<file path="src/rtl/cpu_pkg.sv">
// Shared RV32 pipeline definitions: NOP encoding, Controller select codes and fetch FSM states.
package cpu_pkg;

    localparam logic [31:0] NOP_INSTR = 32'h0000_0013;

    localparam logic [1:0] PC_SEQ   = 2'b00;
    localparam logic [1:0] PC_REDIR = 2'b01;
    localparam logic [1:0] PC_STALL = 2'b10;

    localparam logic [1:0] INSTR_PASS   = 2'b00;
    localparam logic [1:0] INSTR_SQUASH = 2'b10;

    typedef enum logic [1:0] {
        FS_BOOT  = 2'd0,
        FS_RUN   = 2'd1,
        FS_HOLD  = 2'd2,
        FS_FLUSH = 2'd3
    } fetch_state_e;

    // Encodings 10 and 11 both squash; 01 behaves like pass.
    function automatic logic is_squash(input logic [1:0] sel);
        return sel[1];
    endfunction

endpackage

</file>
<file path="src/rtl/if_skid_buffer.sv">
// 33-bit instruction+valid capture register; sel=1 presents the captured word, sel=0 passes through.
module if_skid_buffer
    import cpu_pkg::*;
(
    input  logic        clk,
    input  logic        rst,
    input  logic        load,
    input  logic        sel,
    input  logic [31:0] cap_instr,
    input  logic        cap_valid,
    input  logic [31:0] pass_instr,
    input  logic        pass_valid,
    output logic [31:0] q_instr,
    output logic        q_valid
);

    logic [32:0] skid_p1;

    always_ff @(posedge clk or negedge rst) begin
        if (!rst) begin
            skid_p1 <= {NOP_INSTR, 1'b0};
        end else if (load) begin
            skid_p1 <= {cap_instr, cap_valid};
        end
    end

    assign q_instr = sel ? skid_p1[32:1] : pass_instr;
    assign q_valid = sel ? skid_p1[0]    : pass_valid;

endmodule

</file>
<file path="src/rtl/fetch_unit.sv">
// RV32 instruction-fetch stage: owns the PC, drives the synchronous IM port, produces the IF/ID pair.
// Optional performance counters are enabled by defining FETCH_PERF_CNT_EN.
module fetch_unit
    import cpu_pkg::*;
#(
    parameter logic [31:0] RESET_PC = 32'h0000_0000,
    parameter int          IM_AW    = 14
) (
    input  logic             clk,
    input  logic             rst,
    input  logic [1:0]       pc_sel,
    input  logic [31:0]      target_pc,
    input  logic [1:0]       instr_sel,
    output logic             im_ceb,
    output logic [IM_AW-1:0] im_addr,
    input  logic [31:0]      im_dout,
    output logic [31:0]      pc_if,
    output logic [31:0]      pc_id,
    output logic [31:0]      instr_id,
    output logic             instr_valid_id
`ifdef FETCH_PERF_CNT_EN
    ,
    output logic [31:0]      fetch_cnt,
    output logic [31:0]      flush_cnt,
    output logic [31:0]      stall_cnt
`endif
);

    localparam logic [1:0] BOOT  = FS_BOOT;
    localparam logic [1:0] RUN   = FS_RUN;
    localparam logic [1:0] HOLD  = FS_HOLD;
    localparam logic [1:0] FLUSH = FS_FLUSH;

    logic [31:0] pc_p0;
    logic [1:0]  state;
    logic [1:0]  state_nxt;
    logic        redirect;
    logic        stall;
    logic        squash;
    logic        blank;
    logic [31:0] pre_instr;
    logic        pre_valid;
    logic [31:0] cap_instr;
    logic        cap_valid;
    logic [31:0] buf_instr;
    logic        buf_valid;
    logic        unused_bits;

    assign unused_bits = &{1'b0, target_pc[1:0], instr_sel[0]};

    assign redirect = (pc_sel == PC_REDIR);
    assign stall    = (pc_sel == PC_STALL);
    assign squash   = is_squash(instr_sel);

    // Next state depends only on the Controller code; the per-state rules collapse to this.
    always_comb begin
        state_nxt = RUN;
        if (redirect) begin
            state_nxt = FLUSH;
        end else if (stall) begin
            state_nxt = HOLD;
        end
    end

    always_ff @(posedge clk or negedge rst) begin
        if (!rst) begin
            state <= BOOT;
            pc_p0 <= RESET_PC;
            pc_id <= 32'h0;
        end else begin
            state <= state_nxt;
            if (redirect) begin
                pc_p0 <= {target_pc[31:2], 2'b00};
            end else if (!stall) begin
                pc_p0 <= pc_p0 + 32'd4;
            end
            if (!stall) begin
                pc_id <= pc_p0;
            end
        end
    end

    // IF/ID output: BOOT and FLUSH blank the wrong-path/absent word, HOLD replays the skid copy.
    always_comb begin
        blank     = (state == BOOT) || (state == FLUSH);
        pre_instr = blank ? NOP_INSTR : im_dout;
        pre_valid = !blank;
        cap_instr = squash ? NOP_INSTR : pre_instr;
        cap_valid = !squash && pre_valid;
    end

    if_skid_buffer u_skid (
        .clk        (clk),
        .rst        (rst),
        .load       (stall && (state != HOLD)),
        .sel        (state == HOLD),
        .cap_instr  (cap_instr),
        .cap_valid  (cap_valid),
        .pass_instr (pre_instr),
        .pass_valid (pre_valid),
        .q_instr    (buf_instr),
        .q_valid    (buf_valid)
    );

    assign instr_id       = squash ? NOP_INSTR : buf_instr;
    assign instr_valid_id = !squash && buf_valid;

    // IM is enabled whenever reset is released, including HOLD re-reads.
    assign im_ceb  = !rst;
    assign im_addr = pc_p0[IM_AW+1:2];
    assign pc_if   = pc_p0;

`ifdef FETCH_PERF_CNT_EN
    always_ff @(posedge clk or negedge rst) begin
        if (!rst) begin
            fetch_cnt <= 32'h0;
            flush_cnt <= 32'h0;
            stall_cnt <= 32'h0;
        end else begin
            if (instr_valid_id && !stall) begin
                fetch_cnt <= fetch_cnt + 32'd1;
            end
            if ((state == FLUSH) || squash) begin
                flush_cnt <= flush_cnt + 32'd1;
            end
            if (state == HOLD) begin
                stall_cnt <= stall_cnt + 32'd1;
            end
        end
    end
`endif

endmodule

</file>
<file path="config.mk">
export PLATFORM = sky130hd
export DESIGN_NAME = fetch_unit
export DESIGN_NICKNAME = d
export VERILOG_FILES = /design/src/rtl/cpu_pkg.sv /design/src/rtl/if_skid_buffer.sv /design/src/rtl/fetch_unit.sv
export SDC_FILE = /design/constraint.sdc
export NUM_CORES = 1
export LEC_CHECK = 0
export BUFFER_PORTS_ARGS = -buffer_cell sky130_fd_sc_hd__buf_2
export CAP_MARGIN = 20
export CORE_ASPECT_RATIO = 1.2
export CORE_UTILIZATION = 40
export DETAILED_ROUTE_END_ITERATION = 6
export GPL_TIMING_DRIVEN = 0
export PLACE_DENSITY_LB_ADDON = 0.15
export SLEW_MARGIN = 20
export SYNTH_ARGS = -nofsm -noshare
export SYNTH_HDL_FRONTEND = slang
export SYNTH_HIERARCHICAL = 1
export SYNTH_SLANG_ARGS = --single-unit
</file>
<file path="constraint.sdc">
create_clock -name clk -period 2.55 [get_ports clk]
set_clock_uncertainty 0.05 [all_clocks]
set_input_delay 0.51 -clock clk [delete_from_list [all_inputs] [get_ports clk]]
set_output_delay 0.51 -clock clk [all_outputs]
set_load 0.03 [all_outputs]
</file>
---- Word level (Yosys, flattened, before mapping) ----
Cells that the tools add are included.
word-level totals
  flip-flop bits (word level) ............. 99
  bits of input ports ..................... 70
  output and inout port bits .............. 112
operators by class
  equal/unequal tests ..................... 6
  reduce and logical (&&, ||, !) cells .... 8
  mux-type cells .......................... 9
  $add $sub $neg .......................... 1
operators with widths
  operator                                                          number
  32-bit two-way mux                                                6
  32-bit by 3-bit adder with 32-bit output (second input constant)  1
  2-bit == test (second input constant)                             3
  2-bit two-way mux                                                 2
  2-bit != test (second input constant)                             2
  1-bit logical AND                                                 3
  1-bit zero test                                                   3
  2-bit by 1-bit == test with 1-bit output (second input constant)  1
  2-bit zero test                                                   1
  1-bit logical OR                                                  1
  1-bit two-way mux                                                 1

---- Depth between registers and ports, before layout ----
Gate-level depths: netlist of run 1.
  depth after elaboration ................. 5
  mapped depth ............................ 8
  gate-level depth less buffers ........... 6

---- By module ----
The synthesis of run 1 kept the hierarchy.
modules (own cells, without submodules)
  module          cells each  area each (um^2)  sequential area each (um^2)  instances
  fetch_unit      463         4136.5            1551.5                       1
  if_skid_buffer  107         1940.6            829.5                        1

---- Worst setup path before layout of run 1 ----
Ideal clock, no wire load.
  kind .................................... reg-to-output
  start ................................... register state[0]
  end ..................................... output port instr_id[0]
  cell stages (with the launch flop) ...... 8
  arrival ................................. 1.881 ns
  required time ........................... 1.990 ns
  setup slack ............................. 0.109 ns
  cells stage by stage .................... dfrtp_1 -> inv_1 -> ha_1 -> clkbuf_1 -> clkbuf_1 -> or2_2 -> mux2_4 -> or2_2
on the way
  longest elaborated chain between the ends .. 5
  elaborated cells on any way between the ends .. 7
  those cells by class .................... 2 x eq/ne; 3 x mux; 2 x reduce/logical
ends and longest elaborated chain
  what                                                     RTL line              text
  start: declaration                                       fetch_unit.sv:35      logic [1:0] state;
  start signal: assignment                                 fetch_unit.sv:71      state <= state_nxt;
  2-bit == test / 2-bit zero test (equally long branches)  fetch_unit.sv:85      blank = (state == BOOT) || (state == FLUSH);
  1-bit logical OR *                                       fetch_unit.sv:85
  32-bit two-way mux *                                     fetch_unit.sv:86      pre_instr = blank ? NOP_INSTR : im_dout;
  named net pre_instr[0]                                   fetch_unit.sv:41      logic [31:0] pre_instr;
  32-bit two-way mux *                                     if_skid_buffer.sv:27  assign q_instr = sel ? skid_p1[32:1] : pass_instr;
  named net buf_instr[0]                                   fetch_unit.sv:45      logic [31:0] buf_instr;
  32-bit two-way mux *                                     fetch_unit.sv:105     assign instr_id = squash ? NOP_INSTR : buf_instr;
  end: declaration                                         fetch_unit.sv:19      output logic [31:0] instr_id,
The timed path passes the listed nets; every way through them passes the cells marked *.

---- Final worst setup path of run 1 ----
Ends and elaborated chain as after synthesis.

==> summary.md, run 1 <==
| Metric | Value |
|---|---|
| Status | finished with violations |
| Failing checks | negative setup slack |
| Cell count after synthesis | 570 |
| Final Hold Viols | 0 |
| Period utilisation layout | 1.02 |
| Post-Place Worst Slack | -0.232 ns |
| RSZ-0062 raised after global routing | yes |
| Data arrival, critical path | 2.04 ns |
| Syn Area/Cell | 10.7 um2 |
| Hold_sp | target_pc[27] |
| Synth cell types | 57 |
| PortBufs | 173 |
| Longest Clk Path Bufs | 2 |
| Hold depth | 3 |
| # diodes | 0 |
| Setup CP Type | register to output port |
| Antenna violations before repair | 1 |
| Pwr Total | 5650 uW |
| First-pass GRT wire length | 26.3 mm |
| Vias | 4,998 |
| Power per cell area | 733 nW/um2 |
| Worst-Skew Late Latency | 0.35 ns |
| Die area | 15,700 um2 |
| Via density | 5.15 |
| Clock power frac | 0.238 |
| Number of synthesized flops with an enable pin | 0 |
| Overall Global Routing Usage | 0.218 |
| Internal power | 3370 uW |
| Clock sink total | 95 |
| Post-synth top flop | dfrtp_1 |
| Slew margin rel. | 0.527 |
| First-pass DRT Iterations | 4 |
| DRC Markers | 0 |
| First DRT Iteration DRCs | 196 |
| Most common cell after layout, fill and taps aside | buf_2 |
| Final max-slew violation count | 0 |
| FF+latch count, synth | 95 |
| Max-Cap Viols | 0 |
| WL/cell | 17.0 um |
| Critical Path Sink Type | output port |
| Reg2Reg Depth | 5 |
| Maximum VDD drop | 518 uV |
| I/O pin count | 182 |
| Synth warn | 6 |
| Max FO, Critical Path | 5 |
| Dpl cell area | 7240 um2 |
| Logic pwr share | 0.392 |
| R2R Setup Slk | 0.35 ns |
| Final WL | 16.5 mm |
| Final ANT Viol Nets | 0 |
| Reg-to-reg critical path startpoint | pc_if[2] |
| Mapped Area | 6080 um2 |
| DIE HEIGHT | 137 um |
| Starting Density | 0.408 |
| Setup ws final | -0.0475 ns |
| Max frequency | 385 MHz |
| Layout area overhead | 26.7% |
| Gp weighted congestion | 0.919 |
| Htree depth | 3 |
| Required time of the critical path | 1.99 ns |
| Layout cells sized above 1 | 0.448 |
| DP HPWL | 12.1 mm |
| Core area | 14,900 um2 |
| Die X-Extent | 115 um |
| Post-synthesis sequential area ratio | 0.392 |
| Sequential share of power | 0.370 |
| Clock root cell | clkbuf_16 |
| Final Cell Area | 7700 um2 |
| Cts bufs inserted | 9 |
| Grt ovf | 0 |
| Crit path time final | 2.60 ns |
| Vias in the first global route | 4,991 |
| Final setup fails | 3 |
| # rows | 49 |
| Switching Share | 0.403 |
| Worst Hold Class | input port to register |
| Clk slew on worst S/H paths | 0.07 ns |
| Beginning of the critical path | state[0] |
| Worst slew pin tran | 0.710 ns |
| Worst hold endpoint | pc_if[27] |
| Fin nets | 836 |
| Leak | 0.00363 uW |
| Most frequent cells in the layout | 156 x buf_2, 92 x dfrtp_1, 60 x nor2b_1, 60 x mux2_4, 41 x buf_4 |
| Setup crit start kind | register |
| Critical R2R Capture | pc_if[20] |
| Switch Pwr | 2280 uW |
| TritonCTS clock tree | yes |
| Largest net degree at the start of global routing | 64 |
| Ys async rst share | 1.00 |
cells by family after synthesis:
| logic type | count (synthesis) | synth area share |
|---|---|---|
| AOI/OAI and AO/OA | 80 | 0.0916 |
| adders and majority gates | 5 | 0.0103 |
| buffers and inverters | 76 | 0.0793 |
| DFF | 95 | 0.392 |
| muxes | 90 | 0.204 |
| other | 1 | 0.000617 |
| and+or+nand+nor | 223 | 0.223 |
sequential cells by signal, indices dropped and copies added (netlist names):
| signal | count |
|---|---|
| u_skid/skid_p1 | 33 |
| pc_id | 30 |
| pc_if | 30 |
| state | 2 |
metal layers:
layer / share of wire / global-route usage / vias to the layer above / wire (um)
met5: 0 / 0 / - / 0
met4: 0.029 / 0.111 / 0 / 480
met3: 0.054 / 0.0319 / 37 / 885
met2: 0.50 / 0.371 / 187 / 8230
met1: 0.42 / 0.268 / 2401 / 6900
li1: - / - / 2373 / -
Yosys cell counts (4+ instances only):
| master | n | area share |
|---|---|---|
| mux2_4 | 60 | 0.15 |
| nand4_1 | 14 | 0.014 |
| nor4_1 | 5 | 0.0051 |
| nor4_4 | 4 | 0.014 |
| buf_2 | 6 | 0.0049 |
| inv_1 | 17 | 0.011 |
| clkbuf_1 | 21 | 0.013 |
| nor2b_1 | 60 | 0.062 |
| o21ai_0 | 23 | 0.019 |
| nor2_1 | 24 | 0.015 |
| or2_2 | 7 | 0.0072 |
| buf_12 | 6 | 0.020 |
| buf_4 | 18 | 0.022 |
| a22oi_1 | 14 | 0.017 |
| nand3b_1 | 5 | 0.0062 |
| ha_1 | 5 | 0.010 |
| nand3_1 | 18 | 0.015 |
| and3_1 | 5 | 0.0051 |
| nand2_1 | 25 | 0.015 |
| mux2_2 | 29 | 0.054 |
| a311oi_1 | 6 | 0.0086 |
| nor3_1 | 8 | 0.0066 |
| dfrtp_1 | 92 | 0.38 |
| and2_1 | 35 | 0.036 |
| a21oi_1 | 11 | 0.0091 |
through the flow:
| step | TNS, ns | instances | utilization | hold WS, ns |
|---|---|---|---|---|
| after detailed placement | -3.16 | 951 | 0.486 | 0.375 |
| final | -0.124 | 970 | 0.517 | 0.340 |
| after global placement | -23.74 | 950 | 0.484 | 0.423 |
| after floorplan | 0 | 573 | - | 0.164 |
| after global routing | -2.14 | 970 | 0.517 | 0.354 |
| after CTS | -0.372 | 970 | 0.515 | 0.325 |
final cells by class:
| cell class | instances | area, um2 |
|---|---|---|
| flip-flops and latches | 95 | 2380 |
| plain buffers | 57 | 454 |
| multi-input cells | 402 | 3250 |
| fillers | 1399 | 7200 |
| well taps | 204 | 255 |
| clock buffers | 9 | 225 |
| inverters | 18 | 67.6 |
| repair buffers | 178 | 1000 |
| clock inverters | 7 | 62.6 |
power groups by stage:
| stage | clock network, uW | registers (uW) | logic (uW) |
|---|---|---|---|
| floorplan | 0 | 2490 | 1130 |
| global placement | 0 | 2090 | 2140 |
| detailed placement | 0 | 2110 | 2160 |
| CTS | 1390 | 2080 | 2230 |
| global route | 1440 | 2130 | 2380 |
| finish | 1350 | 2090 | 2210 |
repair_timing:
action | 4_1_cts | 5_1_grt
endpoints found under the setup margin | 33 | 33
hold endpoints to repair | 27 | 0
buffers inserted | 3 | 0
gates resized for setup | 35 | 16
hold buffers | 1 | 0
pin swaps | 1 | 3
worst max-delay path, stage by stage, from the launching register on:
cell and delay [ns]:
dfrtp_1 0.38, inv_2 0.07, ha_4 0.22, clkbuf_16 0.15, or2_4 0.24, mux2_4 0.27, or2_4 0.23, buf_6 0.13
worst max-delay path by stage:
stage | end | depth (start not counted) | slack [ns]
global placement | im_ceb | 3 | -0.61
detailed placement | instr_id[1] | 8 | -0.23
global route | instr_id[0] | 7 | -0.10
CTS | instr_id[1] | 6 | -0.13
floorplan | instr_id[0] | 7 | 0.11
finish | instr_id[0] | 7 | -0.05
Power figures use the tool's default switching activity.
==> run 2: changes to the inputs <==
- SKIP_CTS_REPAIR_TIMING: not set -> 1
- clock period: 2.55 -> 2.72 ns (I/O delays scaled with it)
==> run 2 against run 1 <==
Net effect: largest cell class unchanged; largest power group unchanged; die area stayed put; sequential power is 6% lower; the run now ends clean; sequential share of layout area up 0.35 points; flip-flop and latch count did not move; critical endpoint unchanged.
==> summary.md, run 2 (synthesis results as in run 1) <==
| Metric | Value |
|---|---|
| Status | completed |
| Overall Global Routing Usage | 0.217 (-0.00115) |
| Clock sink total | 95 (unchanged) |
| Final Cell Area | 7610 um2 (-1.1%) |
| Critical Path Sink Type | output port |
| Layout cells sized above 1 | 0.448 (+0.000585) |
| Grt ovf | 0 (unchanged) |
| # diodes | 0 (unchanged) |
| Core area | 14,900 um2 (unchanged) |
| Cts bufs inserted | 9 (unchanged) |
| Data arrival, critical path | 2.03 ns (about the same) |
| Worst slew pin tran | 0.701 ns (-0.00870 ns) |
| Layout area overhead | 25.3% |
| Final Hold Viols | 0 (unchanged) |
| Dpl cell area | 7240 um2 (unchanged) |
| Fin nets | 835 (-0.12%) |
| Period utilisation layout | 0.966 |
| DRC Markers | 0 (unchanged) |
| Setup crit start kind | register |
| Largest reg by FF count | u_skid/skid_p1 |
| Crit path time final | 2.63 ns |
| PortBufs | 173 (unchanged) |
| Starting Density | 0.408 (unchanged) |
| Post-Route Utilization | 0.511 (-0.00571) |
| Total negative slack | 0 ns (+0.124 ns) |
| Htree depth | 3 (unchanged) |
| Longest Clk Path Bufs | 2 (unchanged) |
| DP HPWL | 12.1 mm (unchanged) |
| Critical Path End | instr_id[0] |
| Reg2Reg Depth | 5 (unchanged) |
| First DRT Iteration DRCs | 202 (+3.1%) |
| Vias in the first global route | 4,977 (-0.28%) |
| Worst Hold Class | input port to async pin |
| Die area | 15,700 um2 (unchanged) |
| Beginning of the critical path | state[1] |
| Max FO, Critical Path | 7 (+2) |
| Power per cell area | 691 nW/um2 (-5.8%) |
| I/O pin count | 182 (unchanged) |
| Reg-to-reg critical path startpoint | pc_if[2] |
| Via density | 5.16 (+0.20%) |
| Largest net degree at the start of global routing | 64 (unchanged) |
| Gp weighted congestion | 0.919 (unchanged) |
| DIE HEIGHT | 137 um (unchanged) |
| Setup CP Type | register to output port |
| Most frequent cells in the layout | 175 x buf_2, 92 x dfrtp_1, 60 x nor2b_1, 60 x mux2_4, 35 x and2_1 |
| Max-Cap Viols | 0 (unchanged) |
| Clock root cell | clkbuf_16 |
| WL/cell | 16.9 um (-0.69%) |
| Max frequency | 381 MHz |
| Clk slew on worst S/H paths | 0.07 ns (about the same) |
| Vias | 5,003 (+0.10%) |
| Maximum VDD drop | 485 uV (-6.4%) |
| Most common cell after layout, fill and taps aside | buf_2 |
| Slew margin rel. | 0.532 (+0.00580) |
| Max FFs per register | 33 (unchanged) |
| R2R Setup Slk | 0.52 ns (+0.17 ns) |
| First-pass DRT Iterations | 5 (+1) |
| # rows | 49 (unchanged) |
| Die X-Extent | 115 um (unchanged) |
| Final setup fails | 0 (-3) |
| Final ANT Viol Nets | 0 (unchanged) |
| Leak | 0.00361 uW (-0.49%) |
| TritonCTS clock tree | yes |
| Worst-Skew Late Latency | 0.35 ns (about the same) |
| Required time of the critical path | 2.13 ns (+0.14 ns) |
| First-pass GRT wire length | 26.1 mm (-0.55%) |
| Final max-slew violation count | 0 (unchanged) |
| Final WL | 16.4 mm (-0.79%) |
| Critical R2R Capture | pc_if[24] |
| Antenna violations before repair | 1 (unchanged) |
-- run 2: how the worst min path moves through the flow --
stage               startpoint                  to  slack, ns
floorplan                  rst           pc_id[10]       0.20
finish                     rst  u_skid/skid_p1[23]       0.03
detailed placement         rst  u_skid/skid_p1[23]       0.41
global placement     pc_id[15]           pc_id[15]       0.42
CTS                        rst           pc_id[13]       0.02
global route               rst           pc_id[13]       0.03
-- run 2: power breakdown --
part | switching [uW] | internal, uW | leakage, uW
sequential | 276 | 1680 | 0.00116
clock | 614 | 642 | 0.000144
combinational | 1240 | 814 | 0.00231
total | 2130 | 3140 | 0.00361
-- run 2: cell type report --
type | instances | area [um2]
tap | 204 | 255
timing repair buffer | 177 | 941
clock buffer | 9 | 225
buffer | 57 | 429
clock inverter | 7 | 62.6
multi-input combinational | 402 | 3250
sequential | 95 | 2380
inverter | 18 | 67.6
fill | 1406 | 7280
-- run 2: per-stage QoR --
stage / hold WS (ns) / worst slack (ns) / total power [uW] / std cells
finish: 0.0307 / 0.0934 / 5260 / 969
CTS: 0.0232 / -0.503 / 5290 / 967
floorplan: 0.198 / 0.245 / 3390 / 573
detailed placement: 0.409 / -0.0963 / 4000 / 951
global route: 0.0299 / -0.00298 / 5560 / 969
global placement: 0.423 / -0.513 / 3970 / 950
-- run 2: worst max-delay path, cell delays in order (launching register included) --
cell,delay [ns]
dfrtp_1,0.40
ha_4,0.28
buf_8,0.13
or2_4,0.24
mux2_4,0.27
or2_4,0.23
buf_6,0.13
-- run 2: per-layer routing --
metal  GRT usage  part of all wire
met4       0.111             0.026
met2       0.370              0.50
met1       0.266              0.42
met3      0.0319             0.050
met5           0                 0
